<file path="config.mk">
export PLATFORM = sky130hd
export DESIGN_NAME = dual_ram_access_ctrl
export DESIGN_NICKNAME = d
export VERILOG_FILES = /design/src/rtl/dual_ram_pkg.sv /design/src/rtl/rr_arb2.sv /design/src/rtl/dual_ram_access_ctrl.sv
export SDC_FILE = /design/constraint.sdc
export NUM_CORES = 1
export LEC_CHECK = 0
export ABC_CLOCK_PERIOD_IN_PS = 4900
export CAP_MARGIN = 30
export CELL_PAD_IN_SITES_DETAIL_PLACEMENT = 1
export CELL_PAD_IN_SITES_GLOBAL_PLACEMENT = 2
export CORE_MARGIN = 2
export CORE_UTILIZATION = 40
export CTS_CLUSTER_DIAMETER = 50
export DETAILED_ROUTE_END_ITERATION = 8
export DONT_BUFFER_PORTS = 1
export PLACE_DENSITY_LB_ADDON = 0.1
export SYNTH_ARGS = -nofsm -noshare
export SYNTH_HDL_FRONTEND = slang
export SYNTH_SLANG_ARGS = --single-unit
</file>
<file path="constraint.sdc">
create_clock -name clk -period 4.9 [get_ports clk]
set_clock_uncertainty 0.05 [all_clocks]
set_input_delay 0.98 -clock clk [delete_from_list [all_inputs] [get_ports clk]]
set_output_delay 0.98 -clock clk [all_outputs]
set_load 0.01 [all_outputs]
</file>
<file path="src/rtl/dual_ram_pkg.sv">
// rtl/dual_ram_pkg.sv - shared widths and command/response types for the dual RAM front end
// Contents:
//    DEF_DATA_W / DEF_ADDR_W : default RAM word and address widths
//    cmd_t                   : one port's registered command (en, we, addr, wdata)
//    rsp_t                   : one port's response register (valid, rdata)
package dual_ram_pkg;

   localparam int DEF_DATA_W = 8;
   localparam int DEF_ADDR_W = 4;

   typedef struct packed {
      logic                  en;
      logic                  we;
      logic [DEF_ADDR_W-1:0] addr;
      logic [DEF_DATA_W-1:0] wdata;
   } cmd_t;

   typedef struct packed {
      logic                  valid;
      logic [DEF_DATA_W-1:0] rdata;
   } rsp_t;

endpackage

</file>
<file path="src/rtl/rr_arb2.sv">
// rtl/rr_arb2.sv - two-way round-robin arbiter with write-conflict serialisation
// Ports:
//    clk, rst_n : clock, asynchronous active-low reset
//    req[1:0]   : request vector (bit x = port x valid)
//    conflict   : at least one request is a write, so only one port may go
//    gnt[1:0]   : combinational grant vector
//    rr         : round-robin pointer, the port favoured on the next conflict
module rr_arb2 (
   input  logic       clk,
   input  logic       rst_n,
   input  logic [1:0] req,
   input  logic       conflict,
   output logic [1:0] gnt,
   output logic       rr
);

   logic both_conflict;

   assign both_conflict = (req == 2'b11) && conflict;

   always_comb begin
      gnt = req;
      if (both_conflict) begin
         gnt = rr ? 2'b10 : 2'b01;
      end
   end

   // The pointer only moves when a conflict was actually resolved, so a
   // stream of parallel reads never disturbs the fairness order for writes.
   always_ff @(posedge clk or negedge rst_n) begin
      if (!rst_n) begin
         rr <= 1'b0;
      end else if (both_conflict) begin
         rr <= ~rr;
      end
   end

endmodule

</file>
<file path="src/rtl/dual_ram_access_ctrl.sv">
// rtl/dual_ram_access_ctrl.sv - two-client request/response front end driving a 16x8 dual-address RAM
// Ports:
//    clk, rst_n                      : clock, asynchronous active-low reset
//    reqX_valid/ready/we/addr/wdata  : client X request handshake (X = 0, 1)
//    rspX_valid/rdata                : client X one-cycle response, read data or echoed write data
//    ram_wr_en, ram_data_in          : RAM write enable and shared write data
//    ram_addr_X, ram_port_en_X       : RAM per-port address and enable
//    ram_data_out_X                  : RAM combinational read data
//    stall_cnt                       : saturating count of port-cycles with valid && !ready
module dual_ram_access_ctrl
   import dual_ram_pkg::*;
#(
   parameter int DATA_W  = DEF_DATA_W,
   parameter int ADDR_W  = DEF_ADDR_W,
   parameter int STALL_W = 8
) (
   input  logic              clk,
   input  logic              rst_n,
   input  logic              req0_valid,
   output logic              req0_ready,
   input  logic              req0_we,
   input  logic [ADDR_W-1:0] req0_addr,
   input  logic [DATA_W-1:0] req0_wdata,
   output logic              rsp0_valid,
   output logic [DATA_W-1:0] rsp0_rdata,
   input  logic              req1_valid,
   output logic              req1_ready,
   input  logic              req1_we,
   input  logic [ADDR_W-1:0] req1_addr,
   input  logic [DATA_W-1:0] req1_wdata,
   output logic              rsp1_valid,
   output logic [DATA_W-1:0] rsp1_rdata,
   output logic              ram_wr_en,
   output logic [DATA_W-1:0] ram_data_in,
   output logic [ADDR_W-1:0] ram_addr_0,
   output logic [ADDR_W-1:0] ram_addr_1,
   output logic              ram_port_en_0,
   output logic              ram_port_en_1,
   input  logic [DATA_W-1:0] ram_data_out_0,
   input  logic [DATA_W-1:0] ram_data_out_1,
   output logic [STALL_W-1:0] stall_cnt
);

   logic [1:0] gnt;
   logic       rr_ptr_unused;
   cmd_t       cmd0, cmd1;
   rsp_t       rsp0, rsp1;
   logic       wr0, wr1;

   // A write anywhere makes the pair a conflict: the RAM has one data_in and
   // writes every enabled port, so writes must go out alone.
   rr_arb2 u_arb (
      .clk      (clk),
      .rst_n    (rst_n),
      .req      ({req1_valid, req0_valid}),
      .conflict (req0_we | req1_we),
      .gnt      (gnt),
      .rr       (rr_ptr_unused)
   );

   // Grants are combinational; gating with rst_n keeps ready low while the
   // block is held in reset even though clients are already requesting.
   assign req0_ready = gnt[0] & rst_n;
   assign req1_ready = gnt[1] & rst_n;

   // Ungranted ports load an all-zero command so idle RAM pins read as 0.
   always_ff @(posedge clk or negedge rst_n) begin
      if (!rst_n) begin
         cmd0 <= '0;
         cmd1 <= '0;
      end else begin
         cmd0 <= req0_ready ? cmd_t'{1'b1, req0_we, req0_addr, req0_wdata} : '0;
         cmd1 <= req1_ready ? cmd_t'{1'b1, req1_we, req1_addr, req1_wdata} : '0;
      end
   end

   assign wr0           = cmd0.en & cmd0.we;
   assign wr1           = cmd1.en & cmd1.we;
   assign ram_wr_en     = wr0 | wr1;
   assign ram_port_en_0 = cmd0.en;
   assign ram_port_en_1 = cmd1.en;
   assign ram_addr_0    = cmd0.addr;
   assign ram_addr_1    = cmd1.addr;
   assign ram_data_in   = wr0 ? cmd0.wdata : (wr1 ? cmd1.wdata : '0);

   // Read data is sampled at the same edge the RAM would commit a write;
   // the stage never mixes reads with a write, so no read-during-write.
   always_ff @(posedge clk or negedge rst_n) begin
      if (!rst_n) begin
         rsp0 <= '0;
         rsp1 <= '0;
      end else begin
         rsp0.valid <= cmd0.en;
         rsp1.valid <= cmd1.en;
         if (cmd0.en) begin
            rsp0.rdata <= cmd0.we ? cmd0.wdata : ram_data_out_0;
         end
         if (cmd1.en) begin
            rsp1.rdata <= cmd1.we ? cmd1.wdata : ram_data_out_1;
         end
      end
   end

   assign rsp0_valid = rsp0.valid;
   assign rsp0_rdata = rsp0.rdata;
   assign rsp1_valid = rsp1.valid;
   assign rsp1_rdata = rsp1.rdata;

   // One extra sum bit detects overflow so the counter pins at all-ones.
   logic [1:0]       stall_inc;
   logic [STALL_W:0] stall_sum;

   assign stall_inc = {1'b0, req0_valid & ~req0_ready} + {1'b0, req1_valid & ~req1_ready};
   assign stall_sum = {1'b0, stall_cnt} + {{(STALL_W-1){1'b0}}, stall_inc};

   always_ff @(posedge clk or negedge rst_n) begin
      if (!rst_n) begin
         stall_cnt <= '0;
      end else begin
         stall_cnt <= stall_sum[STALL_W] ? '1 : stall_sum[STALL_W-1:0];
      end
   end

endmodule

</file>
-- Yosys cells after proc, flatten, opt, wreduce, memory -nomap -nowiden
Index checks and enable logic that the tools add are counted.
- output and inout bits: 47
- word-level logic and storage cells: 38
- flip-flop bits (word level): 55
- input bits: 46
- bitwise gates (word level): 11
- reductions and logical operators: 1
- add/subtract/negate cells: 2
- equal/unequal tests: 1
- multiplexer cells: 9
- operators with widths (kind ; count):
    $mux W8 ; 5
    $mux W14 ; 2
    $add A8 B2 Y9 ; 1
    $and A1 B1 Y1 ; 6
    $mux W2 ; 2
    $not A1 Y1 ; 3
    $add A1 B1 Y2 ; 1
    $eq A2 B2 Y1 const B ; 1
    $or A1 B1 Y1 ; 2
    $logic_and A1 B1 Y1 ; 1

-- Logic depth before layout (Yosys ltp)
- depth in word-level cells: 9
- mapped depth: 8
- depth with buffers taken out: 7

-- Cells and area by module
A second synthesis with hierarchy kept.
- cells, all modules: 207
- area total of the unflattened synthesis: 2344.7 um^2
- by module, submodules not included (module ; cells each ; area an instance (um^2) ; times used ; seq. area each (um^2)):
    dual_ram_access_ctrl ; 200 ; 2283.4 ; 1 ; 1351.3
    rr_arb2 ; 7 ; 61.3 ; 1 ; 25.0

-- Least setup slack after synthesis
OpenSTA, ideal clock, no wires.
- path type: input to register
- start point: in req1_we
- end point: reg stall_cnt[6]
- path slack: 2.173 ns
- library setup time: 0.125 ns
- required time: 4.725 ns
- data arrival time: 2.552 ns
- stages on the path: 8
- buffers on the path: 1
- cell sequence: o21ai_0 > o211a_1 > nor2b_1 > fa_1 > and4_4 > buf_6 > and3_4 > mux2_4
- cells in the longest elaborated chain, start to end: 9
- elaborated cells between the ends (all ways): 12
- classes of those cells: 2 x add/sub; 2 x mux; 7 x bitwise; 1 x reduce/logical
- ends and longest elaborated chain (item ; RTL line ; RTL):
    start, declared ; dual_ram_access_ctrl.sv:28 ; input logic req1_we,
    $or A1 B1 Y1 * ; dual_ram_access_ctrl.sv:56 ; .conflict (req0_we | req1_we),
    $logic_and A1 B1 Y1 * ; rr_arb2.sv:19 ; assign both_conflict = (req == 2'b11) && conflict;
    $mux W2 * ; rr_arb2.sv:23 ; if (both_conflict) begin
    $and A1 B1 Y1, on equally long branches ; dual_ram_access_ctrl.sv:63, dual_ram_access_ctrl.sv:64 ;
    $not A1 Y1 ; dual_ram_access_ctrl.sv:113 ; assign stall_inc = {1'b0, req0_valid & ~req0_ready} + {1'b0, req1_valid & ~req1_ready};
    $and A1 B1 Y1 ; dual_ram_access_ctrl.sv:113 ;
    $add A1 B1 Y2 * ; dual_ram_access_ctrl.sv:113 ;
    $add A8 B2 Y9 * ; dual_ram_access_ctrl.sv:114 ; assign stall_sum = {1'b0, stall_cnt} + {{(STALL_W-1){1'b0}}, stall_inc};
    $mux W8 * ; dual_ram_access_ctrl.sv:120 ; stall_cnt <= stall_sum[STALL_W] ? '1 : stall_sum[STALL_W-1:0];
    end signal, assigned ; dual_ram_access_ctrl.sv:120 ;
    end, declared ; dual_ram_access_ctrl.sv:41 ; output logic [STALL_W-1:0] stall_cnt
Mark *: on every way between the ends. The rest lies on a longest branch, timed or not.
A chain may end at the register's enable or synchronous reset.

-- Worst setup path in the final report
- start point: reg cmd0 (netlist bit ram_port_en_0)
- end point: out ram_data_in[6]
- cells in the longest elaborated chain, start to end: 2
- ends and longest elaborated chain (item ; RTL line ; RTL):
    start, declared ; dual_ram_access_ctrl.sv:46 ; cmd_t cmd0, cmd1;
    start signal, assigned ; dual_ram_access_ctrl.sv:72 ; cmd0 <= req0_ready ? cmd_t'{1'b1, req0_we, req0_addr, req0_wdata} : '0;
    $and A1 B1 Y1 ; dual_ram_access_ctrl.sv:77 ; assign wr0 = cmd0.en & cmd0.we;
    $mux W8 ; dual_ram_access_ctrl.sv:84 ; assign ram_data_in = wr0 ? cmd0.wdata : (wr1 ? cmd1.wdata : '0);
    end, declared ; dual_ram_access_ctrl.sv:34 ; output logic [DATA_W-1:0] ram_data_in,
Every way passes these cells.

==> flow_metrics.tcl <==
set metrics [dict create \
    power_density_nw_per_um2 465 \
    ys_ff_latch 55 \
    hold_class "input pin to async pin" \
    core_sq_um 5540 \
    num-nets-final 238 \
    slew_viol_final 0 \
    max_stage_delay_ns 0.76 \
    cts_buffers 5 \
    p_clk_frac 0.261 \
    synth_compound_area_frac 0.0863 \
    layout-drive-gt1-share 0.0628 \
    viasPerCell 5.32 \
    sw_frac_of_total 0.307 \
    grt_max_degree 59 \
    fill_cells 608 \
    initial_core_util 0.419 \
    ys_seq_area_frac 0.593 \
    status "completed" \
    layout.area.seq_sq_um 1380 \
    place_congestion 0.719 \
    num_vias 1399 \
    hpwl_um 3660 \
    row_count 27 \
    cp_max_fo 19 \
    cts_resized 0 \
    design_area_sq_um 2380 \
    io_pins 93 \
    clk_latency_ns 0.30 \
    final.setup.tns_ns 0 \
    yosys.area_share.simple 0.172 \
    hold-worst-slack_ns 0.307 \
    r2r_end "stall_cnt[6]$_DFF_PN0_" \
    die-height_um 80.2 \
    synthMuxAreaShare 0.0755 \
    cp-start-kind "flop" \
    synth-edff-count 0 \
    synth_most_common_cell "dfrtp_1" \
    postCtsSetupBuffers 0 \
    syn_area_sq_um 2320 \
    grt_pass1_vias 1524 \
    gr-total-overflow 0 \
    antenna_found_initial 0 \
    grt_usage 0.161 \
    required_ns 3.87 \
    drtIter0Drc 78 \
    placed_area_sq_um 2280 \
    clk_path_buf_depth 2 \
    clock-sinks 55 \
    drt-total-wl_um 4930 \
    synthTopCellsByArea "dfrtp_1 59%, and2_1 7.8%, mux2i_1 6.9%, a21oi_1 3.9%, buf_4 2.9%" \
    synth_cell_types 30 \
    crit_chain "and2_1 > nor2_1 > a22o_1" \
    ff2ff_path_depth 6 \
    drv_cap 0 \
    internal-power_uw 768 \
    insertedDiodeCount 0 \
    syn-instance-count 204 \
    final_cells 263 \
    p_switching_uw 340 \
    fin_crit_ns 2.97 \
    yosys-top-cells-count "55 x dfrtp_1, 29 x and2_1, 18 x a21oi_1, 18 x nor2_1, 16 x mux2i_1" \
    grt_pass1_wl_um 7730 \
    synth-main-ff-cell "dfrtp_1" \
    clk_pin_slew_ns 0.09 \
    slew_headroom 0.471 \
    wire_per_inst_um 18.8 \
    pre_cts_ws_ns 1.85 \
    p_total_mw 1.11 \
    worstSetupEndpointType "output pin" \
    fin_util 0.430 \
    async_flop_share 1.00 \
    drc 0 \
    worst_slew_pin_slew_ns 0.793 \
    p_comb_frac 0.127 \
    yosysTopAreaCell "dfrtp_1" \
    timing.rr.start "u_arb.rr$_DFFE_PN0N_" \
    ir_worst_vdd_mv 0.228 \
    post-route-period-util 0.606 \
    ys_warn_count 0 \
    synth_top_family_by_area "simple AND/OR/NAND/NOR gates" \
    crit_type "flop to output pin" \
    crit_arrival_ns 1.94 \
    seqPwrFrac 0.612 \
    multi_input_area_sq_um 812 \
    synth_top_area_frac 0.593 \
    io_buffer_count 0 \
    fin_ws_ns 1.93 \
    syn_area_per_cell_sq_um 11.4 \
    dieArea_sq_um 6420 \
    rsz0062_at_grt "false" \
    detail-route-antenna-nets 0 \
    setup-violations-final 0 \
    dp_cells 256 \
    synth-adder-area-share 0.00863 \
    rrSetupSlack_ns 2.58 \
    fmax_mhz 337 \
    crit_slowest_cell "dfrtp_1" \
    power_leakage_nw 1.04 \
    die_w_um 80.2 \
    cts-root-buf "clkbuf_8" \
    tritoncts "done" \
    cts_max_level 2 \
    synth_fp_nets 251 \
    synth_xor_xnor_area_share 0.00755 \
    first_pass_iters 4 \
    hold_viol_final 0 \
    syn_to_final_growth_pct 2.80 \
    ctsHoldBuffers 0 \
]
## worst max-delay path, delay by kind of cell, from the launching register on
kind / cells / cell delay [ns]
AO/OA/AOI/OAI: 1 / 0.26
flip-flops: 1 / 0.76
AND/OR/NAND/NOR: 2 / 0.62
## area by class of cell
cell class,instances,share of cell area
Clock inverter,2,0.0157
Tap cell,72,0.0378
Multi-Input combinational cell,129,0.341
Clock buffer,5,0.0289
Sequential cell,55,0.577
## how the worst max path moves through the flow
stage / from / endpoint / slack, ns / cells past startpoint
global route: ram_port_en_0$_DFF_PN0_ / ram_data_in[6] / 1.72 / 3
floorplan: req1_we / stall_cnt[6]$_DFF_PN0_ / 2.17 / 8
CTS: ram_port_en_0$_DFF_PN0_ / ram_data_in[6] / 1.89 / 3
global placement: req1_we / stall_cnt[6]$_DFF_PN0_ / 1.93 / 7
detailed placement: req1_we / stall_cnt[6]$_DFF_PN0_ / 1.85 / 7
finish: ram_port_en_0$_DFF_PN0_ / ram_data_in[6] / 1.93 / 3
## routing by layer
metal  vias to the layer above  track usage  routed length, um
li1                        643            -                  -
met1                       696        0.207               2120
met3                         6       0.0562                329
met5                         -            0                  0
met2                        54        0.260               2430
met4                         0       0.0407                 49
## cells by family (layout without fill, tap and decap cells)
logic type	Yosys count	count (layout)
AO/OA/AOI/OAI	35	35
XOR/XNOR	2	2
adder cells (fa/ha/maj)	1	1
buffers and inverters	20	7
flip-flops	55	55
multiplexers	17	17
AND/OR/NAND/NOR	74	74
## power groups by stage
stage	registers [mW]	clock network (mW)	logic, mW
after floorplan	0.646	0	0.144
after global placement	0.686	0	0.131
after detailed placement	0.689	0	0.145
after CTS	0.681	0.299	0.144
after global routing	0.695	0.322	0.166
final	0.678	0.289	0.141
## flip-flops by register name (all words and copies together), names as in the netlist
register and cells:
rsp1_rdata 8, ram_port_en_1 1, ram_addr_0 4, u_arb.rr 1
cmd1 9, rsp0_rdata 8, ram_port_en_0 1, rsp0_valid 1
rsp1_valid 1, cmd0 9, stall_cnt 8, ram_addr_1 4
## cells in the final DEF (no fill, tap or decap)
| cell type | n |
|---|---|
| nor2_1 | 18 |
| clkbuf_8 | 5 |
| and3_1 | 1 |
| o211ai_1 | 2 |
| a31oi_1 | 1 |
| nor2b_1 | 3 |
| dfrtp_1 | 55 |
| mux2_4 | 1 |
| xnor2_1 | 2 |
| a21o_2 | 1 |
| nand4_1 | 1 |
| o211a_1 | 1 |
| and2_1 | 29 |
| nand2_1 | 8 |
| o21a_1 | 1 |
| bufinv_16 | 1 |
| and3_2 | 1 |
| nand2b_1 | 3 |
| and4_4 | 1 |
| clkinvlp_4 | 1 |
| fa_1 | 1 |
| and3_4 | 1 |
| a22o_1 | 2 |
| o21ai_1 | 1 |
| o21ai_0 | 8 |
| a21oi_1 | 18 |
| nand3_1 | 8 |
| mux2i_1 | 16 |
No activity file was read; power rests on OpenSTA's default activity.
